## config.mk

```make
export PLATFORM = sky130hd
export DESIGN_NAME = mem_arbiter_flat
export DESIGN_NICKNAME = d
export VERILOG_FILES = /design/src/rtl/mem_arbiter_if.sv /design/src/rtl/mem_arbiter.sv /design/src/flat_wrapper.sv
export SDC_FILE = /design/constraint.sdc
export NUM_CORES = 1
export LEC_CHECK = 0
export CAP_MARGIN = 20
export CELL_PAD_IN_SITES_DETAIL_PLACEMENT = 0
export CELL_PAD_IN_SITES_GLOBAL_PLACEMENT = 1
export CORE_MARGIN = 4
export CORE_UTILIZATION = 30
export CTS_CLUSTER_DIAMETER = 100
export CTS_CLUSTER_SIZE = 28
export DETAILED_ROUTE_END_ITERATION = 12
export PLACE_DENSITY = 0.84
export SETUP_SLACK_MARGIN = 0.4
export SLEW_MARGIN = 15
export SYNTH_ARGS = -nofsm -noshare
export SYNTH_HDL_FRONTEND = slang
export SYNTH_SLANG_ARGS = --single-unit
```

## constraint.sdc

```tcl
create_clock -name clk -period 1.8 [get_ports clk]
set_input_delay 0.18 -clock clk [delete_from_list [all_inputs] [get_ports clk]]
set_output_delay 0.18 -clock clk [all_outputs]
set_load 0.05 [all_outputs]
```

## src/rtl/mem_arbiter_if.sv

```systemverilog
// mem_arbiter_if: fetch/data request ports, memory bus and status lines of the
// unified-memory arbiter. slave = arbiter side, master = pipeline/memory side.
interface mem_arbiter_if #(
   parameter int ADDR_W = 16,
   parameter int DATA_W = 16
);
   logic              if_req;
   logic [ADDR_W-1:0] if_addr;
   logic              if_done;
   logic [DATA_W-1:0] if_data;
   logic              dm_rd;
   logic              dm_wr;
   logic [ADDR_W-1:0] dm_addr;
   logic [DATA_W-1:0] dm_wdata;
   logic              dm_done;
   logic [DATA_W-1:0] dm_rdata;
   logic              halt;
   logic              mem_en;
   logic              mem_wr;
   logic [ADDR_W-1:0] mem_addr;
   logic [DATA_W-1:0] mem_wdata;
   logic [DATA_W-1:0] mem_rdata;
   logic              stall_if;
   logic              stall_dm;
   logic              err;

   modport slave (
      input  if_req, if_addr, dm_rd, dm_wr, dm_addr, dm_wdata, halt, mem_rdata,
      output if_done, if_data, dm_done, dm_rdata, mem_en, mem_wr, mem_addr,
             mem_wdata, stall_if, stall_dm, err
   );

   modport master (
      output if_req, if_addr, dm_rd, dm_wr, dm_addr, dm_wdata, halt, mem_rdata,
      input  if_done, if_data, dm_done, dm_rdata, mem_en, mem_wr, mem_addr,
             mem_wdata, stall_if, stall_dm, err
   );
endinterface

```

## src/rtl/mem_arbiter.sv

```systemverilog
// mem_arbiter: shares one single-ported fixed-latency memory between instruction
// fetch and the data stage. Data has fixed priority; each access runs
// grant -> issue -> wait -> response, one access per MEM_LAT+3 cycles.
module mem_arbiter #(
   parameter int ADDR_W  = 16,
   parameter int DATA_W  = 16,
   parameter int MEM_LAT = 2
) (
   input  logic         clk,
   input  logic         rst,
   mem_arbiter_if.slave bus
);
   localparam logic [2:0] LAT = 3'(MEM_LAT);

   typedef enum logic [2:0] {IDLE, ISSUE_IF, ISSUE_DM, WAIT, RESP} state_t;

   state_t            state_q, state_d;
   logic [2:0]        cnt_q, cnt_d;
   logic              own_dm_q, own_dm_d;
   logic              wr_q, wr_d;
   logic              abort_q, abort_d;
   logic              err_q, err_d;
   logic [ADDR_W-1:0] addr_q, addr_d;
   logic [DATA_W-1:0] wdata_q, wdata_d;
   logic [DATA_W-1:0] if_data_q, if_data_d;
   logic [DATA_W-1:0] dm_rdata_q, dm_rdata_d;
   logic              fetch_busy, data_busy;
   logic              issue, if_done, dm_done;

   // State and datapath registers
   always_ff @(posedge clk) begin
      if (rst) begin
         state_q    <= IDLE;
         cnt_q      <= '0;
         own_dm_q   <= 1'b0;
         wr_q       <= 1'b0;
         abort_q    <= 1'b0;
         err_q      <= 1'b0;
         addr_q     <= '0;
         wdata_q    <= '0;
         if_data_q  <= '0;
         dm_rdata_q <= '0;
      end else begin
         state_q    <= state_d;
         cnt_q      <= cnt_d;
         own_dm_q   <= own_dm_d;
         wr_q       <= wr_d;
         abort_q    <= abort_d;
         err_q      <= err_d;
         addr_q     <= addr_d;
         wdata_q    <= wdata_d;
         if_data_q  <= if_data_d;
         dm_rdata_q <= dm_rdata_d;
      end
   end

   // Next state: grant, latency countdown, response capture and protocol checks
   always_comb begin
      state_d    = state_q;
      cnt_d      = cnt_q;
      own_dm_d   = own_dm_q;
      wr_d       = wr_q;
      abort_d    = abort_q;
      err_d      = err_q;
      addr_d     = addr_q;
      wdata_d    = wdata_q;
      if_data_d  = if_data_q;
      dm_rdata_d = dm_rdata_q;
      fetch_busy = (state_q == ISSUE_IF) || (state_q == WAIT && !own_dm_q);
      data_busy  = (state_q == ISSUE_DM) || (state_q == WAIT && own_dm_q);

      unique case (state_q)
         IDLE: begin
            if (bus.dm_rd && bus.dm_wr) begin
               err_d = 1'b1;
            end else if (bus.dm_rd || bus.dm_wr) begin
               state_d  = ISSUE_DM;
               own_dm_d = 1'b1;
               wr_d     = bus.dm_wr;
               abort_d  = 1'b0;
               addr_d   = bus.dm_addr;
               wdata_d  = bus.dm_wdata;
            end else if (bus.if_req && !bus.halt) begin
               state_d  = ISSUE_IF;
               own_dm_d = 1'b0;
               wr_d     = 1'b0;
               abort_d  = 1'b0;
               addr_d   = bus.if_addr;
            end
         end
         ISSUE_IF, ISSUE_DM: begin
            state_d = WAIT;
            cnt_d   = LAT;
         end
         WAIT: begin
            if (cnt_q == 3'd1) begin
               state_d = RESP;
               if (own_dm_q) begin
                  if (!wr_q) dm_rdata_d = bus.mem_rdata;
               end else if (!abort_q && bus.if_req) begin
                  if_data_d = bus.mem_rdata;
               end
            end else begin
               cnt_d = cnt_q - 3'd1;
            end
         end
         RESP:    state_d = IDLE;
         default: state_d = IDLE;
      endcase

      // A flushed fetch still runs to completion but is never reported
      if (fetch_busy && !bus.if_req) abort_d = 1'b1;

      if (data_busy && ((wr_q ? !bus.dm_wr : !bus.dm_rd) ||
                        (bus.dm_addr != addr_q) || (bus.dm_wdata != wdata_q)))
         err_d = 1'b1;
   end

   // Outputs decoded from state and registered copies
   always_comb begin
      issue         = (state_q == ISSUE_IF) || (state_q == ISSUE_DM);
      if_done       = (state_q == RESP) && !own_dm_q && !abort_q;
      dm_done       = (state_q == RESP) && own_dm_q;
      bus.mem_en    = issue;
      bus.mem_wr    = issue && wr_q;
      bus.mem_addr  = addr_q;
      bus.mem_wdata = wdata_q;
      bus.if_done   = if_done;
      bus.dm_done   = dm_done;
      bus.if_data   = if_data_q;
      bus.dm_rdata  = dm_rdata_q;
      bus.stall_if  = bus.if_req && !if_done;
      bus.stall_dm  = (bus.dm_rd || bus.dm_wr) && !dm_done;
      bus.err       = err_q;
   end
endmodule
```

## src/flat_wrapper.sv

```systemverilog
// flat-port wrapper written by rule: the top's interface ports become plain ports
module mem_arbiter_flat 
#(
   parameter int ADDR_W  = 16,
   parameter int DATA_W  = 16,
   parameter int MEM_LAT = 2
)
  (clk, rst, bus_if_req, bus_if_addr, bus_dm_rd, bus_dm_wr, bus_dm_addr, bus_dm_wdata, bus_halt, bus_mem_rdata, bus_if_done, bus_if_data, bus_dm_done, bus_dm_rdata, bus_mem_en, bus_mem_wr, bus_mem_addr, bus_mem_wdata, bus_stall_if, bus_stall_dm, bus_err);
  mem_arbiter_if #(.ADDR_W(ADDR_W), .DATA_W(DATA_W)) bus_i ();
  input  logic clk;
  input  logic rst;
  input wire logic [$bits(bus_i.if_req)-1:0] bus_if_req;
  input wire logic [$bits(bus_i.if_addr)-1:0] bus_if_addr;
  input wire logic [$bits(bus_i.dm_rd)-1:0] bus_dm_rd;
  input wire logic [$bits(bus_i.dm_wr)-1:0] bus_dm_wr;
  input wire logic [$bits(bus_i.dm_addr)-1:0] bus_dm_addr;
  input wire logic [$bits(bus_i.dm_wdata)-1:0] bus_dm_wdata;
  input wire logic [$bits(bus_i.halt)-1:0] bus_halt;
  input wire logic [$bits(bus_i.mem_rdata)-1:0] bus_mem_rdata;
  output wire logic [$bits(bus_i.if_done)-1:0] bus_if_done;
  output wire logic [$bits(bus_i.if_data)-1:0] bus_if_data;
  output wire logic [$bits(bus_i.dm_done)-1:0] bus_dm_done;
  output wire logic [$bits(bus_i.dm_rdata)-1:0] bus_dm_rdata;
  output wire logic [$bits(bus_i.mem_en)-1:0] bus_mem_en;
  output wire logic [$bits(bus_i.mem_wr)-1:0] bus_mem_wr;
  output wire logic [$bits(bus_i.mem_addr)-1:0] bus_mem_addr;
  output wire logic [$bits(bus_i.mem_wdata)-1:0] bus_mem_wdata;
  output wire logic [$bits(bus_i.stall_if)-1:0] bus_stall_if;
  output wire logic [$bits(bus_i.stall_dm)-1:0] bus_stall_dm;
  output wire logic [$bits(bus_i.err)-1:0] bus_err;
  assign bus_i.if_req = bus_if_req;
  assign bus_i.if_addr = bus_if_addr;
  assign bus_i.dm_rd = bus_dm_rd;
  assign bus_i.dm_wr = bus_dm_wr;
  assign bus_i.dm_addr = bus_dm_addr;
  assign bus_i.dm_wdata = bus_dm_wdata;
  assign bus_i.halt = bus_halt;
  assign bus_i.mem_rdata = bus_mem_rdata;
  assign bus_if_done = bus_i.if_done;
  assign bus_if_data = bus_i.if_data;
  assign bus_dm_done = bus_i.dm_done;
  assign bus_dm_rdata = bus_i.dm_rdata;
  assign bus_mem_en = bus_i.mem_en;
  assign bus_mem_wr = bus_i.mem_wr;
  assign bus_mem_addr = bus_i.mem_addr;
  assign bus_mem_wdata = bus_i.mem_wdata;
  assign bus_stall_if = bus_i.stall_if;
  assign bus_stall_dm = bus_i.stall_dm;
  assign bus_err = bus_i.err;
  mem_arbiter #(.ADDR_W(ADDR_W), .DATA_W(DATA_W), .MEM_LAT(MEM_LAT)) u_core (.clk(clk), .rst(rst), .bus(bus_i));
endmodule
```

# Word-level counts from Yosys, hierarchy flattened
# Index checks and enable logic that the tools add are counted.
totals:
  regBits: 74
  output_inout_bits: 71
  word_cells: 89
classes:
  addsub: 1
  n_eq_ne: 12
  mux: 20
  bitwise: 3
  n_reduce_logical: 43
ops:
  columns: ["op", "n"]
  rows:
  - ["$mux W16", 2]
  - ["$ne A16 B16 Y1", 2]
  - ["$mux W3", 5]
  - ["$logic_and A1 B1 Y1", 13]
  - ["$reduce_and A3 Y1", 4]
  - ["$mux W1", 11]
  - ["$reduce_bool A2 Y1", 5]
  - ["$pmux W3 S3", 1]
  - ["$logic_not A1 Y1", 8]
  - ["$ne A2 B2 Y1 const B", 4]
  - ["$reduce_and A4 Y1", 2]
  - ["$eq A3 B1 Y1 const B", 2]
  - ["$eq A3 B2 Y1 const B", 2]
  - ["$logic_or A1 B1 Y1", 6]
  - ["$pmux W3 S2", 1]
  - ["$reduce_and A2 Y1", 2]
  - ["$eq A3 B3 Y1 const B", 1]
  - ["$logic_not A3 Y1", 1]
  - ["$ne A3 B1 Y1 const B", 1]
  - ["$not A1 Y1", 3]
  - ["$reduce_bool A3 Y1", 1]
  - ["$sub A3 B1 Y3 const B", 1]
  - ["$reduce_or A2 Y1", 1]

# Logic depth before layout (Yosys ltp)
depth:
  depth_word: 7
  depth_mapped: 8
  depth_no_buf: 6

# Worst setup path after synthesis
# Ideal clock, no wire load.
synth_timing:
  path_type: "register to output"
  start: "register u_core.state_q[0]"
  end: "output port bus_mem_wr"
  t_arrival_ns: 1.810
  slack_ns: -0.190
  stages_incl_launch_ff: 5
  path_buffers: 1
  cell_sequence: "dfxtp_1 > clkbuf_2 > xnor2_1 > nor2_1 > and2_1"
synth_between:
  elab_chain_cells: 3
  word_cells_on_any_way: 4
  cone_classes: "2 x eq/ne; 2 x reduce/logical"
synth_rtl:
  columns: ["item", "line", "source"]
  rows:
  - ["from (decl)", "mem_arbiter.sv:17", "state_t state_q, state_d;"]
  - ["from (signal assigned)", "mem_arbiter.sv:44", "state_q <= state_d;"]
  - ["$eq A3 B1 Y1 / $eq A3 B2 Y1 (equally long branches)", "mem_arbiter.sv:121", "issue = (state_q == ISSUE_IF) || (state_q == ISSUE_DM);"]
  - ["$logic_or A1 B1 Y1 *", "mem_arbiter.sv:121", null]
  - ["via bus_mem_en", "flat_wrapper.sv:24", "output wire logic [$bits(bus_i.mem_en)-1:0] bus_mem_en;"]
  - ["$logic_and A1 B1 Y1 *", "mem_arbiter.sv:125", "bus.mem_wr = issue && wr_q;"]
  - ["to (decl)", "flat_wrapper.sv:25", "output wire logic [$bits(bus_i.mem_wr)-1:0] bus_mem_wr;"]
# The timed path passes the listed nets; every way through them passes the cells marked *.

# Worst setup path in the final report
layout_timing:
  start: "register u_core.state_q[2]"
  end: "register u_core.dm_rdata_q[15] (netlist: u_core.bus.dm_rdata[15])"
layout_between:
  elab_chain_cells: 2
layout_rtl:
  columns: ["item", "line", "source"]
  rows:
  - ["$eq A3 B2 Y1", "mem_arbiter.sv:72", "unique case (state_q)"]
  - ["$reduce_and A4 Y1 (no line)", null, null]
  - ["to (signal assigned)", "mem_arbiter.sv:53", "dm_rdata_q <= dm_rdata_d;"]
  - ["to (decl)", "mem_arbiter.sv:26", "logic [DATA_W-1:0] dm_rdata_q, dm_rdata_d;"]
# No other way between the ends.
# A chain may end at the register's enable or synchronous reset.

==> impl_metrics.json <==
{
  "grt_overflow": 0,
  "ys_types": 38,
  "powerDensity_nw_per_um2": 1330,
  "synth_edf_count": 0,
  "dpl.hpwl_mm": 7.95,
  "period_minus_slack_ns": 1.61,
  "p_sw_share_pct": 39.9,
  "first_iter_violations": 158,
  "wirelength_mm": 11.7,
  "syn_nets": 449,
  "firstDrtPassIters": 4,
  "drcViolationCount": 0,
  "critPathKind": "flop to flop",
  "max_freq_mhz": 621,
  "synth_top_area_share_pct": 43.0,
  "layout_setup_ws_ns": 0.191,
  "min_path_type": "input pin to flop",
  "clk_pin_slew_ns": 0.06,
  "synth_area_leader_cell": "dfxtp_1",
  "utilization_pct": 53.5,
  "status": "finished clean",
  "min-delay-start": "rst",
  "numCtsBuffers": 9,
  "slew_viol_final": 0,
  "power_mw": 7.86,
  "whs_path_depth": 2,
  "clock_latency_ns": 0.33,
  "synth_area_um2": 3440,
  "yosys.cell_count.top_type": "dfxtp_1",
  "area_growth_pct": 71.3,
  "cts_max_level": 3,
  "core-area_um2": 11000,
  "cts-root-buf": "clkbuf_16",
  "timing.reg2reg.worst_path_depth": 6,
  "ant_nets": 0,
  "required_ns": 2.01,
  "cts_buffer_depth": 2,
  "route.vias.total": 3335,
  "crit_fanout": 8,
  "cp.arrival_ns": 1.82,
  "nFillCells": 1033,
  "cts_sinks": 74,
  "pre_cts_ws_ns": -0.0124,
  "ys_ff_latch": 74,
  "drive_gt1_share_pct": 32.7,
  "timing.hold.worst_endpoint": "u_core.cnt_q[0]",
  "nNetsFinal": 618,
  "antenna_found_initial": 2,
  "syn_area_per_cell_um2": 9.14,
  "synth_area_leaders": "dfxtp_1 (43%), mux2i_1 (9.9%), xor2_1 (8.1%)",
  "timing.rr.start": "u_core.state_q[2]",
  "met2_usage_pct": 27.0,
  "grt_use_met3_pct": 7.21,
  "p_switching_mw": 3.14,
  "slew_headroom_pct": 66.8,
  "die_height_um": 115,
  "synthTopCellsByCount": "dfxtp_1 (74), nor2_1 (57), nand2_1 (53)",
  "synthArstFlopShare_pct": 0,
  "cap_violations": 0,
  "gp_congestion": 0.750,
  "r2r_slack_ns": 0.19,
  "ios": 141,
  "synthFlopType": "dfxtp_1",
  "met1_usage_pct": 20.9,
  "p_int_mw": 4.72,
  "clkPwrFrac_pct": 24.2,
  "drt-wirelength-per-cell_um": 17.0,
  "power_frac_seq_pct": 28.3,
  "r2r_end": "u_core.bus.dm_rdata[15]",
  "power.leakage_nw": 2.45,
  "yosysWarnings": 0,
  "hold_viol_final": 0,
  "finClkSkew_ns": 0.00958,
  "port_buffers": 140,
  "cts_tree": "yes",
  "p_comb_share_pct": 47.5,
  "ys_seq_area_share_pct": 43.0,
  "setup_violations": 0,
  "tightestPinTransition_ns": 0.500,
  "multiInputGateArea_um2": 1990,
  "start_util_pct": 31.2,
  "grt_pass1_vias": 3348,
  "die_area_um2": 13300,
  "critPathCaptureType": "flop",
  "grtUsageTotal_pct": 16.7,
  "syn-instance-count": 377,
  "ir_drop_mv": 0.712,
  "rsz0062_at_grt": "true",
  "fp-row-count": 38,
  "grt_max_degree": 33,
  "vias_per_cell": 4.82,
  "startpoint_type": "flop",
  "seqCellArea_um2": 1530,
  "dieWidth_um": 115,
  "fin_crit_sh_pct": 89.4,
  "grt_pass1_wl_mm": 17.6,
  "top_usage_layer": "met2"
}
-- how the worst max path moves through the flow --
stage / from / endpoint / cells after the start
after floorplan: u_core.cnt_q[1] / u_core.bus.dm_rdata[10] / 8
after global placement: bus_dm_wdata[12] / u_core.bus.err / 5
after detailed placement: bus_dm_wdata[12] / u_core.bus.err / 5
after CTS: u_core.cnt_q[1] / u_core.bus.dm_rdata[15] / 7
after global routing: u_core.state_q[2] / u_core.bus.dm_rdata[0] / 6
final: u_core.state_q[2] / u_core.bus.dm_rdata[15] / 6
-- power by group through the flow --
stage | clock [mW] | combinational, mW | sequential, mW
2_1_floorplan | 0 | 1.32 | 2.81
3_3_place_gp | 0 | 2.84 | 2.20
3_5_place_dp | 0 | 2.88 | 2.21
4_1_cts | 1.93 | 3.22 | 2.24
5_1_grt | 2.01 | 3.95 | 2.26
6_report | 1.90 | 3.73 | 2.22
-- state kept, by name (all words and copies together), names as in the netlist --
signal and flops:
u_core.own_dm_q 1, u_core.abort_q 1, u_core.bus.err 1, u_core.bus.if_data 16, u_core.bus.mem_addr 16, u_core.wr_q 1, u_core.bus.mem_wdata 16, u_core.bus.dm_rdata 16
u_core.state_q 3, u_core.cnt_q 3
-- timing repair --
item | CTS | global route
cloned | 2 | 7
buffers inserted | 10 | 10
resized for setup | 138 | 78
hold buffers | 0 | 0
pin swaps | 7 | 25
endpoints found under the setup margin | 136 | 125
-- stage by stage --
stage,instances,hold slack (ns),area [um^2],setup TNS (ns)
final,692,0.197,5900,0
after global routing,692,0.211,5900,0
after CTS,674,0.195,5670,0
after detailed placement,646,0.460,5140,-0.0124
after global placement,646,0.455,5140,0
after floorplan,377,0.320,3540,0
-- critical path: stages, from the launching register on --
cell and delay, ns:
dfxtp_4 0.36, nand3b_1 0.23, nor4b_4 0.30, buf_4 0.18
buf_12 0.14, mux2i_2 0.21, nor2_1 0.06
-- final cells by class --
cell class | count | area share [%]
multi-input combinational | 273 | 33.8
clock inverter | 7 | 1.44
antenna | 1 | 0.0424
inverter | 5 | 0.318
tap | 140 | 2.97
clock buffer | 9 | 3.82
sequential | 74 | 25.9
timing repair buffer | 183 | 31.7
-- per-layer routing --
metal	vias up	share of wire, %
met5	-	0.11
met4	2	1.2
met3	13	8.8
met2	110	47
met1	1577	43
li1	1633	-
-- cell families (layout without fill, tap and decap cells) --
group | after synthesis | count (layout) | synth area share (%)
buffers and inverters | 30 | 204 | 5.05
other | 0 | 1 | 0
AOI/OAI and AO/OA | 46 | 46 | 12.0
and+or+nand+nor | 156 | 156 | 20.5
adders and majority gates | 2 | 2 | 0.726
muxes | 34 | 34 | 9.88
DFF | 74 | 74 | 43.0
xor gates and xnor gates | 35 | 35 | 8.90
-- layout by cell type (no fill, tap or decap), drive strengths merged, types with 18 or more instances in the layout --
master / n
a21oi: 22
buf: 45
clkbuf: 44
clkdlybuf4s15: 34
clkdlybuf4s50: 66
dfxtp: 74
mux2i: 34
nand2: 53
nand3: 18
nor2: 57
xor2: 32
No activity file was read; power rests on OpenSTA's default activity.
